==> src/rtl/serial_pkg.sv <==
// Shared definitions for the single-wire serial link (receiver now, transmitter later).
package serial_pkg;

    localparam int DEF_MAX_BYTES = 6;   // default maximum bytes per frame
    localparam int DEF_CNT_W     = 6;   // default bit counter width, must hold 8*MAX_BYTES
    localparam int NB_W          = 3;   // width of the host frame-length field

    localparam logic START_BIT  = 1'b0;
    localparam logic IDLE_LEVEL = 1'b1;

    typedef enum logic [1:0] {
        IDLE = 2'd0,
        DATA = 2'd1,
        STOP = 2'd2
    } state_t;

    // Requested frame length limited to what the buffers can hold.
    function automatic logic [NB_W-1:0] clamp_nb(input logic [NB_W-1:0] req,
                                                 input int unsigned max_b);
        if (32'(req) > max_b) begin
            return NB_W'(max_b);
        end
        return req;
    endfunction

endpackage

==> src/rtl/serial_rx_if.sv <==
// Host-side signal bundle of the serial receiver.
interface serial_rx_if;

    logic       rx;
    logic [2:0] nbytes;
    logic       get;
    logic       clr;
    logic [7:0] data;
    logic       valid;
    logic       done;
    logic       busy;
    logic       frame_err;
    logic       overrun;

    // The receiver block itself.
    modport slave (
        input  rx, nbytes, get, clr,
        output data, valid, done, busy, frame_err, overrun
    );

    // The host / consumer driving the line and popping bytes.
    modport master (
        output rx, nbytes, get, clr,
        input  data, valid, done, busy, frame_err, overrun
    );

endinterface

==> src/rtl/serial_rx_buf.sv <==
// Output byte buffer of the serial receiver: holds the last good frame and
// hands its bytes out one at a time through a get/valid pop port.
module serial_rx_buf
    import serial_pkg::*;
#(
    parameter int MAX_BYTES = DEF_MAX_BYTES
) (
    input  logic                   clk,
    input  logic                   nRst,
    input  logic                   commit,
    input  logic [8*MAX_BYTES-1:0] cap_data,
    input  logic [NB_W-1:0]        cap_nb,
    input  logic                   get,
    input  logic                   clr,
    output logic [7:0]             data,
    output logic                   valid,
    output logic                   overrun
);

    logic [MAX_BYTES-1:0][7:0] obuf;
    logic [NB_W-1:0]           rd_ptr;
    logic [NB_W-1:0]           avail;
    logic                      ovr_set;

    assign valid = (avail != '0);
    assign data  = valid ? obuf[rd_ptr] : '0;

    // A same-cycle get only rescues the last unread byte; anything more is lost.
    assign ovr_set = commit &&
                     ((avail > NB_W'(1)) || ((avail == NB_W'(1)) && !get));

    // Buffer load on commit, otherwise advance the read side on a valid pop.
    always_ff @(posedge clk or negedge nRst) begin
        if (!nRst) begin
            obuf   <= '0;
            rd_ptr <= '0;
            avail  <= '0;
        end else if (commit) begin
            obuf   <= cap_data;
            rd_ptr <= '0;
            avail  <= cap_nb;
        end else if (get && valid) begin
            rd_ptr <= rd_ptr + NB_W'(1);
            avail  <= avail - NB_W'(1);
        end
    end

    // Sticky overrun flag; a new event outranks a same-cycle clear.
    always_ff @(posedge clk or negedge nRst) begin
        if (!nRst) begin
            overrun <= 1'b0;
        end else if (ovr_set) begin
            overrun <= 1'b1;
        end else if (clr) begin
            overrun <= 1'b0;
        end
    end

endmodule

==> src/rtl/serial_rx.sv <==
// Receive end of the single-wire serial link: start bit, 8*N data bits LSB
// first, then a return-to-idle bit. Good frames are handed to the output buffer.
module serial_rx
    import serial_pkg::*;
#(
    parameter int MAX_BYTES = DEF_MAX_BYTES,
    parameter int CNT_W     = DEF_CNT_W
) (
    input  logic      clk,
    input  logic      nRst,
    serial_rx_if.slave bus
);

    state_t                 state;
    logic [CNT_W-1:0]       bitcnt;
    logic [8*MAX_BYTES-1:0] cap;
    logic [NB_W-1:0]        nb;
    logic [NB_W-1:0]        nb_req;
    logic [CNT_W-1:0]       last_bit;
    logic                   done_q;
    logic                   ferr_q;
    logic                   commit;
    logic [7:0]             buf_data;
    logic                   buf_valid;
    logic                   buf_ovr;

    assign nb_req   = clamp_nb(bus.nbytes, MAX_BYTES);
    assign last_bit = CNT_W'({nb, 3'b000}) - CNT_W'(1);
    assign commit   = (state == STOP) && (bus.rx == IDLE_LEVEL);

    // Frame sequencer: start detect, bit capture, stop-bit check and flags.
    always_ff @(posedge clk or negedge nRst) begin
        if (!nRst) begin
            state  <= IDLE;
            bitcnt <= '0;
            cap    <= '0;
            nb     <= '0;
            done_q <= 1'b0;
            ferr_q <= 1'b0;
        end else begin
            done_q <= 1'b0;
            if (bus.clr) begin
                ferr_q <= 1'b0;
            end
            case (state)
                IDLE: begin
                    if (bus.rx == START_BIT) begin
                        nb     <= nb_req;
                        bitcnt <= '0;
                        state  <= (nb_req != '0) ? DATA : STOP;
                    end
                end
                DATA: begin
                    cap[bitcnt] <= bus.rx;
                    bitcnt      <= bitcnt + CNT_W'(1);
                    if (bitcnt == last_bit) begin
                        state <= STOP;
                    end
                end
                STOP: begin
                    // A low stop bit is an error, never a fresh start bit.
                    if (bus.rx == IDLE_LEVEL) begin
                        done_q <= 1'b1;
                    end else begin
                        ferr_q <= 1'b1;
                    end
                    state <= IDLE;
                end
                default: begin
                    state <= IDLE;
                end
            endcase
        end
    end

    serial_rx_buf #(
        .MAX_BYTES (MAX_BYTES)
    ) u_buf (
        .clk      (clk),
        .nRst     (nRst),
        .commit   (commit),
        .cap_data (cap),
        .cap_nb   (nb),
        .get      (bus.get),
        .clr      (bus.clr),
        .data     (buf_data),
        .valid    (buf_valid),
        .overrun  (buf_ovr)
    );

    assign bus.data      = buf_data;
    assign bus.valid     = buf_valid;
    assign bus.overrun   = buf_ovr;
    assign bus.done      = done_q;
    assign bus.frame_err = ferr_q;
    assign bus.busy      = (state != IDLE);

endmodule

==> src/flat_wrapper.sv <==
// flat-port wrapper written by rule: the top's interface ports become plain ports
module serial_rx_flat import serial_pkg::*;
#(
    parameter int MAX_BYTES = DEF_MAX_BYTES,
    parameter int CNT_W     = DEF_CNT_W
)
  (clk, nRst, bus_rx, bus_nbytes, bus_get, bus_clr, bus_data, bus_valid, bus_done, bus_busy, bus_frame_err, bus_overrun);
  serial_rx_if bus_i ();
  input  logic clk;
  input  logic nRst;
  input wire logic [$bits(bus_i.rx)-1:0] bus_rx;
  input wire logic [$bits(bus_i.nbytes)-1:0] bus_nbytes;
  input wire logic [$bits(bus_i.get)-1:0] bus_get;
  input wire logic [$bits(bus_i.clr)-1:0] bus_clr;
  output wire logic [$bits(bus_i.data)-1:0] bus_data;
  output wire logic [$bits(bus_i.valid)-1:0] bus_valid;
  output wire logic [$bits(bus_i.done)-1:0] bus_done;
  output wire logic [$bits(bus_i.busy)-1:0] bus_busy;
  output wire logic [$bits(bus_i.frame_err)-1:0] bus_frame_err;
  output wire logic [$bits(bus_i.overrun)-1:0] bus_overrun;
  assign bus_i.rx = bus_rx;
  assign bus_i.nbytes = bus_nbytes;
  assign bus_i.get = bus_get;
  assign bus_i.clr = bus_clr;
  assign bus_data = bus_i.data;
  assign bus_valid = bus_i.valid;
  assign bus_done = bus_i.done;
  assign bus_busy = bus_i.busy;
  assign bus_frame_err = bus_i.frame_err;
  assign bus_overrun = bus_i.overrun;
  serial_rx #(.MAX_BYTES(MAX_BYTES), .CNT_W(CNT_W)) u_core (.clk(clk), .nRst(nRst), .bus(bus_i));
endmodule
==> config.mk <==
export PLATFORM = sky130hd
export DESIGN_NAME = serial_rx_flat
export DESIGN_NICKNAME = d
export VERILOG_FILES = /design/src/rtl/serial_pkg.sv /design/src/rtl/serial_rx_if.sv /design/src/rtl/serial_rx_buf.sv /design/src/rtl/serial_rx.sv /design/src/flat_wrapper.sv
export SDC_FILE = /design/constraint.sdc
export NUM_CORES = 1
export LEC_CHECK = 0
export BUFFER_PORTS_ARGS = -buffer_cell sky130_fd_sc_hd__buf_2
export CAP_MARGIN = 0
export CORE_MARGIN = 8
export CORE_UTILIZATION = 48
export CTS_BUF_LIST = sky130_fd_sc_hd__clkbuf_16
export CTS_CLUSTER_DIAMETER = 120
export DETAILED_ROUTE_END_ITERATION = 6
export PLACE_DENSITY = 0.74
export SYNTH_ARGS = -nofsm -noshare
export SYNTH_HDL_FRONTEND = slang
export SYNTH_SLANG_ARGS = --single-unit
==> constraint.sdc <==
create_clock -name clk -period 1.83 [get_ports clk]
set_clock_uncertainty 0.15 [all_clocks]
set_input_delay 0.366 -clock clk [delete_from_list [all_inputs] [get_ports clk]]
set_output_delay 0.366 -clock clk [all_outputs]
set_load 0.005 [all_outputs]
# ---- Yosys cells after proc, flatten, opt, wreduce, memory -nomap -nowiden
# Index checks and enable logic that the tools add are counted.
dict set report op_classes {
  add_sub_neg 4
  order_cmp 5
  n_eq_ne 6
  mux 26
  n_bitwise 1
  n_reduce_logical 17
}
# operator n
set ops {}
lappend ops {{$bwmux W48} 1}
lappend ops {{$bmux W8 S3} 1}
lappend ops {{$mux W3} 6}
lappend ops {{$mux W8} 2}
lappend ops {{$pmux W6 S2} 1}
lappend ops {{$mux W1} 9}
lappend ops {{$reduce_bool A2 Y1} 4}
lappend ops {{$lt A6 B7 Y1 const B} 1}
lappend ops {{$add A6 B1 Y6 const B} 1}
lappend ops {{$demux W1 S6} 1}
lappend ops {{$eq A6 B6 Y1} 1}
lappend ops {{$ge A6 B1 Y1 const B} 1}
lappend ops {{$mux W2} 3}
lappend ops {{$mux W6} 1}
lappend ops {{$reduce_and A2 Y1} 3}
lappend ops {{$reduce_bool A3 Y1} 2}
lappend ops {{$sub A6 B1 Y6 const B} 1}
lappend ops {{$logic_and A1 B1 Y1} 5}
lappend ops {{$lt A3 B4 Y1 const B} 1}
lappend ops {{$pmux W2 S2} 1}
lappend ops {{$add A3 B1 Y3 const B} 1}
lappend ops {{$eq A3 B1 Y1 const B} 1}
lappend ops {{$gt A3 B1 Y1 const B} 1}
lappend ops {{$gt A3 B3 Y1 const B} 1}
lappend ops {{9 further kinds} 9}
dict set report totals {
  ff_bits 116
  output_inout_bits 13
  elab_cells 74
}

# ---- Logic depth before layout (Yosys ltp)
# Gate-level depths: netlist of run 1.
dict set report depth {
  word_depth 7
  ltp_mapped 7
}

# ---- Cells and area by module
# From an unflattened synthesis of run 1, not the netlist that was laid out.
dict set report unflattened {
  hier_cells 436
  hier_area_um2 5515.3
}
# module instances cells_per_inst area_per_inst_um2 seq_area_each_um2
set by_module_without_submodules {}
lappend by_module_without_submodules {serial_rx 1 241 2864.0 1526.5}
lappend by_module_without_submodules {serial_rx_buf 1 195 2651.3 1376.3}

# ---- Least setup slack after synthesis of run 1
# No wires, ideal clock.
dict set report synth_path {
  kind {flip-flop to output port}
  start {reg u_core.u_buf.avail[0]}
  end {out bus_data[0]}
  arrival_time_ns 1.449
  required_ns 1.314
  setup_slack_ns -0.135
  path_stages_with_launch 8
  cell_sequence {dfrtp_1 inv_1 ha_1 nor2b_1 inv_2 nand2b_1 clkbuf_1 o22ai_1}
}
dict set report synth_between {
  elab_chain_cells 2
}
# item line_no
set synth_rtl {}
lappend synth_rtl {{start: declaration} serial_rx_buf.sv:22} ;# logic [NB_W-1:0] avail;
lappend synth_rtl {{start signal: assignment} serial_rx_buf.sv:41} ;# avail <= cap_nb;
lappend synth_rtl {{start signal: assignment} serial_rx_buf.sv:44} ;# avail <= avail - NB_W'(1);
lappend synth_rtl {{$reduce_bool A3 Y1} serial_rx_buf.sv:25} ;# assign valid = (avail != '0);
lappend synth_rtl {{net bus_valid} flat_wrapper.sv:16} ;# output wire logic [$bits(bus_i.valid)-1:0] bus_valid;
lappend synth_rtl {{$mux W8} serial_rx_buf.sv:26} ;# assign data = valid ? obuf[rd_ptr] : '0;
lappend synth_rtl {{end: declaration} flat_wrapper.sv:15} ;# output wire logic [$bits(bus_i.data)-1:0] bus_data;
# The timed path passes the listed nets, and every way through them passes these cells.

# ---- Worst setup path after layout of run 1
dict set report layout_path {
  start {reg u_core.u_buf.avail[1]}
  end {out bus_data[4]}
}
dict set report layout_between {
  elab_chain_cells 2
}
# item line_no
set layout_rtl {}
lappend layout_rtl {{$reduce_bool A3 Y1} serial_rx_buf.sv:25}
lappend layout_rtl {{$mux W8} serial_rx_buf.sv:26}
# No other way between the ends.

==> summary.txt, run 1 <==
Timing
  – Fin worst setup slack: -0.503 ns
  – Relative slew slack: 64.1%
  – Final setup fails: 13
  – Fmax: 429 MHz
  – Final hold violation count: 0
  – Worst-Margin Slew: 0.538 ns
  – Max Slew Vio Count: 0
  – RSZ-0062 raised after global routing: yes
  – Post-layout min period: 2.33 ns
  – Crit share post-route: 127%

Clock tree
  – Clk Latency, worst-skew pair: 0.41 ns
  – H-tree depth: 4
  – CTS Buf Count: 17
  – CTS tree: yes
  – CTS root buffer: clkbuf_16
  – Max clock buf depth: 2
  – Clk pin slew, worst setup/hold paths: 0.05 ns
  – # clock sinks: 116

Power
  – Psw: 3.88 mW
  – Seq pwr share: 35.3%
  – P_leak: 3.24 nW
  – Power, Total: 11.4 mW
  – Max IR drop VDD: 1.25 mV
  – Share of total power in the clock network: 28.2%
  – P_int: 7.51 mW
  – Combinational Power Share: 36.5%
  – Sw Ratio: 34.1%
  – PwrDens: 1650 nW/um2

Global route
  – Overall Global Routing Usage: 17.9%
  – Initial antenna violation count: 0
  – Largest net degree at the start of global routing: 62
  – Vias in the first global route: 4193
  – GRT overflow: 0
  – First-pass GRT wire length: 21.1 mm

Final layout
  – ANT cells: 0
  – Nets: 599
  – Area grow syn2layout: 25.5%
  – Fin util: 61.0%
  – Share of cells above drive strength 1: 35.1%

Synth
  – Yosys reg bits: 116
  – Share of the synthesized area in the top cell type: 52.8%
  – Largest area contributor in the netlist: dfrtp_1
  – Number of synthesized flops with an enable pin: 0
  – Synth top area cells: dfrtp_1, nand2_1, mux2_2, nand3_1, mux4_2
  – Post-Synth Adder-Cell Area: 1.36%
  – Top cells by count, synth: nand2_1, dfrtp_1, mux2_2, nand3_1, inv_1
  – Syn_area_per_cell: 10.5 um2
  – Synth unique cells: 49
  – Main combinational cell family by area after synthesis: simple AND/OR/NAND/NOR gates
  – Post-synth net total: 540
  – Synth Area in XOR/XNOR: 0.637%
  – Post-synthesis cell area: 5500 um2
  – Main synth FF type: dfrtp_1
  – Post-synthesis mux area share: 15.2%
  – Synth Area in Compound Gates: 4.43%
  – Post-Synth Simple-Gate Area: 20.5%
  – Ys async rst share: 100%
  – Yosys warning total: 0
  – Count leader, synth: nand2_1
  – Seq/Total Area, Yosys: 52.8%
  – Synthesized instance count: 526

Floorplanning
  – Cell row count: 39
  – Die Area: 15100 um2
  – Top Ports: 21
  – Core area: 11300 um2
  – Die width: 123 um
  – Starting Density: 48.6%
  – Die height: 123 um

Drt
  – Final ANT Viol Nets: 0
  – Post-Route WL: 13.2 mm
  – Vias post-DR: 4158
  – DRT Pass-1 Iters: 4
  – DRT iter0 DRCs: 467
  – Vias per cell: 5.61
  – WL per Instance: 17.8 um
  – Residual DRC: 0

Setup path
  – Critical path type: reg -> out
  – Worst-path fanout max: 6
  – Startpoint types: register
  – Crit path required time: 1.31 ns
  – Worst Setup End Kind: output pin
  – R2R setup slack: -0.03 ns
  – CP arrival: 1.82 ns

Place
  – Pre-CTS WS: -0.110 ns
  – I/O Buffers: 20
  – Post-DP HPWL: 8.11 mm
  – Routability cong.: 0.836

Outcome
  – Failing checks: negative setup slack
  – Status: finished with violations

Hold path
  – Worst hold-check path type: in -> reg

Flow run
  – Max-cap violations: 0
==> kinds of logic after synthesis <==
logic type	count (synthesis)
AOI/OAI and AO/OA	37
xor gates and xnor gates	4
adders and majority gates	6
buffers and inverters	59
DFF	116
muxes	67
and+or+nand+nor	237
==> flip-flops by register name, summed over array words and instances, names as in the netlist <==
signal                flops
u_core.u_buf.avail        3
u_core.u_buf.overrun      1
u_core.u_buf.obuf        48
u_core.bitcnt             6
u_core.bus.frame_err      1
u_core.u_buf.rd_ptr       3
u_core.bus.done           1
u_core.state              2
u_core.cap               48
u_core.nb                 3
==> power groups by stage <==
stage | logic, mW | clock network [mW] | registers, mW
2_1_floorplan | 2.52 | 0 | 3.71
3_3_place_gp | 3.29 | 0 | 3.94
3_5_place_dp | 3.44 | 0 | 4.00
4_1_cts | 3.70 | 3.24 | 3.98
5_1_grt | 4.45 | 3.37 | 4.11
6_report | 4.16 | 3.22 | 4.02
==> per-stage QoR <==
step | hold WS (ns) | std cells | instance area, um2 | TNS, ns
after floorplan | -0.0796 | 526 | 5510 | 0
after global placement | 0.246 | 691 | 5960 | -0.348
after detailed placement | 0.252 | 691 | 5960 | -0.737
after CTS | 0.00210 | 730 | 6690 | -3.58
after global routing | 0.0250 | 741 | 6900 | -4.92
final | 0.0125 | 741 | 6900 | -4.20
==> placed cells by master (no fill, tap or decap), types with 5 or more instances in the layout <==
cell type / synthesis / final
a21oi_1: 6 / 5
buf_12: 0 / 7
buf_2: 16 / 17
buf_4: 4 / 42
buf_6: 3 / 10
clkbuf_16: 0 / 18
clkinvlp_4: 0 / 6
dfrtp_1: 116 / 113
ha_1: 6 / 5
inv_1: 19 / 9
inv_2: 2 / 12
mux2_2: 49 / 48
mux2i_1: 9 / 6
mux4_2: 8 / 8
nand2_1: 154 / 154
nand3_1: 39 / 39
nand4_1: 9 / 9
o21ai_0: 6 / 6
o22ai_2: 0 / 8
==> repair_timing <==
item                                    in CTS  in global routing
buffers inserted                             6                 11
endpoints found under the hold margin      116                  0
gates cloned                                 0                  1
hold buffers                                 1                  0
endpoints found under the setup margin      15                 26
pin swaps                                    0                  6
resized for setup                           27                 23
==> worst paths after layout <==
| check | from | endpoint | cells past startpoint |
|---|---|---|---|
| worst min register to register | u_core.cap[35]$_DFFE_PN0P_ | u_core.u_buf.obuf[35]$_DFFE_PN0P_ | 2 |
| worst max-delay path | u_core.u_buf.avail[1]$_DFFE_PN0P_ | bus_data[4] | 8 |
| worst max register to register | u_core.state[1]$_DFFE_PN0P_ | u_core.cap[31]$_DFFE_PN0P_ | 4 |
| max in group asynchronous | nRst | u_core.cap[13]$_DFFE_PN0P_ | 3 |
| worst min-delay path | bus_clr | u_core.bus.frame_err$_DFF_PN0_ | 2 |
| min in group asynchronous | nRst | u_core.state[1]$_DFFE_PN0P_ | 3 |
==> routing by layer <==
metal	GRT usage, %	part of all wire [%]	up-vias
met5	0	0	-
met4	7.83	2.3	0
met3	3.70	5.8	24
li1	-	-	1915
met2	28.7	51	138
met1	23.0	41	2081
==> worst max-delay path: stages, from the launching register on <==
cell and delay (ns):
dfrtp_1 0.36, inv_2 0.06, ha_4 0.16, nor2b_4 0.13, inv_2 0.11, nand3b_1 0.17, buf_6 0.19, o22ai_2 0.10
buf_2 0.13
==> final cells by class <==
class,count,area (um2)
Clock inverter,15,159
Timing Repair Buffer,78,688
Clock buffer,17,425
Inverter,21,78.8
Fill cell,851,4420
Sequential cell,116,2910
Multi-Input combinational cell,351,2470
Tap cell,143,179
(Power assumes the default switching activity.)
==> run 2: changes to the inputs <==
--- a/config.mk
+++ b/config.mk
@@ -5,6 +5,7 @@
 export SDC_FILE = /design/constraint.sdc
 export NUM_CORES = 1
 export LEC_CHECK = 0
+export ABC_AREA = 1
 export BUFFER_PORTS_ARGS = -buffer_cell sky130_fd_sc_hd__buf_2
 export CAP_MARGIN = 0
 export CORE_MARGIN = 8
==> constraint.sdc (replaced) <==
create_clock -name clk -period 2.1 [get_ports clk]
set_clock_uncertainty 0.15 [all_clocks]
set_input_delay 0.42 -clock clk [delete_from_list [all_inputs] [get_ports clk]]
set_output_delay 0.42 -clock clk [all_outputs]
set_load 0.005 [all_outputs]
==> run 2 against run 1 <==
The run still ends with negative setup slack left. Clock power down 8.7%. Critical endpoint is now bus_data[5]. Die area about the same. Final cell count up 17%. Largest power group is now registers.
==> summary.txt, run 2 <==
Setup path
  – Critical path type: reg -> out
  – Worst-path fanout max: 6 (unchanged)
  – Crit path required time: 1.53 ns (+0.22 ns)
  – Startpoint types: register
  – Max stage delay on crit path: 0.46 ns (+0.10 ns)
  – Largest delay share family, worst path: flip-flops
  – Slowest-stage cell, CP: dfrtp_2
  – Worst Setup End Kind: output pin
  – WP buf/inv: 3 (-1)
  – Crit path launch: u_core.u_buf.rd_ptr[0]$_DFFE_PN0P_
  – RR Startpoint: u_core.bitcnt[4]$_DFFE_PN0P_
  – Worst-path cell chain: buf_4 > clkinvlp_4 > o21a_1 > o21ai_0 > a21oi_1 > buf_2
  – CP arrival: 1.69 ns (-0.13 ns)

Final layout
  – Fin area: 6550 um2 (-5.1%)
  – Layout Cells excl Fill: 865 (+17%)
  – Nets: 723 (+21%)
  – Share of cells above drive strength 1: 14.5% (-21 points)
  – Most frequent cells in the layout: nand2_1, dfrtp_1, nor2_1
  – Biggest regs: u_core.cap x48, u_core.u_buf.obuf x48, u_core.bitcnt x6
  – Area grow syn2layout: 19.0%
  – ANT cells: 0 (unchanged)
  – Commonest non-fill, non-tap cell in the layout: nand2_1

Clock tree
  – H-tree depth: 4 (unchanged)
  – # clock sinks: 116 (unchanged)
  – Clk Latency, worst-skew pair: 0.41 ns (about the same)
  – Clk pin slew, worst setup/hold paths: 0.05 ns (about the same)
  – Max clock buf depth: 2 (unchanged)
  – CTS Buf Count: 17 (unchanged)
  – CTS tree: yes
  – CTS root buffer: clkbuf_16

Timing
  – Post-layout min period: 2.26 ns
  – Relative slew slack: 61.4% (-2.7 points)
  – Setup TNS: -1.00 ns (+3.19 ns)
  – RSZ-0062 raised after global routing: yes
  – Worst-Margin Slew: 0.577 ns (+0.0388 ns)
  – Fin worst setup slack: -0.159 ns (+0.344 ns)
  – Worst hold margin: 0.0650 ns (+0.0525 ns)
  – Max Slew Vio Count: 0 (unchanged)
  – Final hold violation count: 0 (unchanged)
  – Final setup fails: 8 (-5)
  – Fmax: 443 MHz
  – Crit share post-route: 108%

Power
  – PwrDens: 1590 nW/um2 (-3.5%)
  – Power, Total: 10.4 mW (-8.4%)
  – Max IR drop VDD: 0.654 mV (-48%)
  – P_leak: 3.24 nW (+0.25%)

Place
  – Routability cong.: 0.949 (+14%)
  – Post-DP HPWL: 9.12 mm (+13%)
  – I/O Buffers: 20 (unchanged)
  – Placed cell areas: 5850 um2 (-1.9%)
  – Placed Cells: 826 (+20%)

Synth
  – Number of synthesized flops with an enable pin: 0 (unchanged)
  – Post-synth net total: 684 (+27%)
  – Synthesized instance count: 670 (+27%)
  – Syn_area_per_cell: 8.22 um2 (-21%)
  – Seq/Total Area, Yosys: 52.7% (about the same)
  – Yosys warning total: 0 (unchanged)
  – Yosys reg bits: 116 (unchanged)
  – Share of the synthesized area in the top cell type: 52.7% (about the same)
  – Ys async rst share: 100% (unchanged)
  – Count leader, synth: nand2_1
  – Synth top area cells: dfrtp_1, nand2_1, o21ai_0, nor2_1, inv_1
  – Post-synthesis cell area: 5510 um2 (about the same)
  – Main synth FF type: dfrtp_1
  – Largest area contributor in the netlist: dfrtp_1
  – Top cells by count, synth: nand2_1, dfrtp_1, nor2_1, o21ai_0, inv_1
  – Synth unique cells: 33 (-33%)

Global route
  – GRT overflow: 0 (unchanged)
  – Vias in the first global route: 4731 (+13%)
  – Met1 Usage GRT: 23.7% (+0.68 points)
  – Overall Global Routing Usage: 20.0% (+2.2 points)
  – Initial antenna violation count: 0 (unchanged)
  – Met3 Use GR: 5.39% (+1.7 points)
  – GRT busiest layer: met2
  – First-pass GRT wire length: 23.5 mm (+11%)
  – M2 GR Usage: 33.3% (+4.6 points)
  – Largest net degree at the start of global routing: 46 (-26%)

Drt
  – DRT Pass-1 Iters: 5 (+1)
  – DRT iter0 DRCs: 440 (-5.8%)
  – Residual DRC: 0 (unchanged)
  – Post-Route WL: 14.2 mm (+7.9%)
  – Vias post-DR: 4673 (+12%)
  – WL per Instance: 16.4 um (-7.6%)
  – Vias per cell: 5.40 (-3.7%)
  – Final ANT Viol Nets: 0 (unchanged)

Outcome
  – Status: finished with violations
  – Failing checks: negative setup slack

Floorplanning
  – Cell row count: 39 (unchanged)
  – Core area: 11300 um2 (unchanged)
  – Die Area: 15200 um2 (about the same)
  – Die width: 123 um (about the same)
  – Die height: 123 um (about the same)
  – Top Ports: 21 (unchanged)
  – Starting Density: 48.6% (about the same)

Hold path
  – Worst hold-check path type: in -> reg
  – Hold Startpoint: bus_clr

Flow run
  – Max-cap violations: 0 (unchanged)
-- run 2: final timing paths --
path / slack (ns) / to / depth (start not counted)
min reg2reg: 0.32 / u_core.u_buf.obuf[19]$_DFFE_PN0P_ / 2
min: 0.07 / u_core.bus.frame_err$_DFF_PN0_ / 2
min in group asynchronous: 0.38 / u_core.nb[1]$_DFFE_PN0P_ / 2
max: -0.16 / bus_data[5] / 6
max in group asynchronous: 0.83 / u_core.u_buf.obuf[32]$_DFFE_PN0P_ / 3
max reg2reg: 0.17 / u_core.cap[16]$_DFFE_PN0P_ / 5
-- run 2: kinds of logic (layout without fill, tap and decap cells) --
logic type | Yosys count | count (layout) | synth area share, %
simple gates | 357 | 357 | 28.6
xor+xnor | 1 | 1 | 0.159
flops | 116 | 116 | 52.7
compound gates | 117 | 117 | 11.3
fa+ha+maj | 6 | 6 | 1.36
buf+inv | 73 | 125 | 5.79
-- run 2: layer usage --
layer	share of wire, %	wire length [um]
met5	0	0
met4	3.6	510
met3	6.4	908
met2	50	7100
met1	40	5680
-- run 2: report_power, final --
group	leakage (nW)	switching [mW]	internal (mW)	total [mW]
combinational	1.62	2.33	1.39	3.72
sequential	1.32	0.629	3.14	3.77
clock	0.296	0.995	1.95	2.94
total	3.24	3.95	6.48	10.4
-- run 2: stage by stage --
step / utilization (%) / setup slack (ns)
final: 57.9 / -0.159
after detailed placement: 51.6 / 0.0682
after CTS: 57.4 / -0.145
after global placement: 51.6 / 0.124
after global routing: 57.9 / -0.227
after floorplan: - / 0.341
-- run 2: what timing repair did --
action,CTS,global route
hold buffers,1,0
pin swaps,4,0
endpoints found under the hold margin,32,0
resized for setup,14,2
gates cloned,0,2
setup endpoints to repair,8,8
setup buffers,2,2
-- run 2: final cells by class --
type	count	area [um2]
Fill cell	969	4770
Sequential cell	116	2910
Multi-Input combinational cell	481	2300
Clock buffer	17	425
Timing Repair Buffer	44	365
Inverter	48	193
Tap cell	143	179
Clock inverter	15	174
Timing Repair inverter	1	7.51
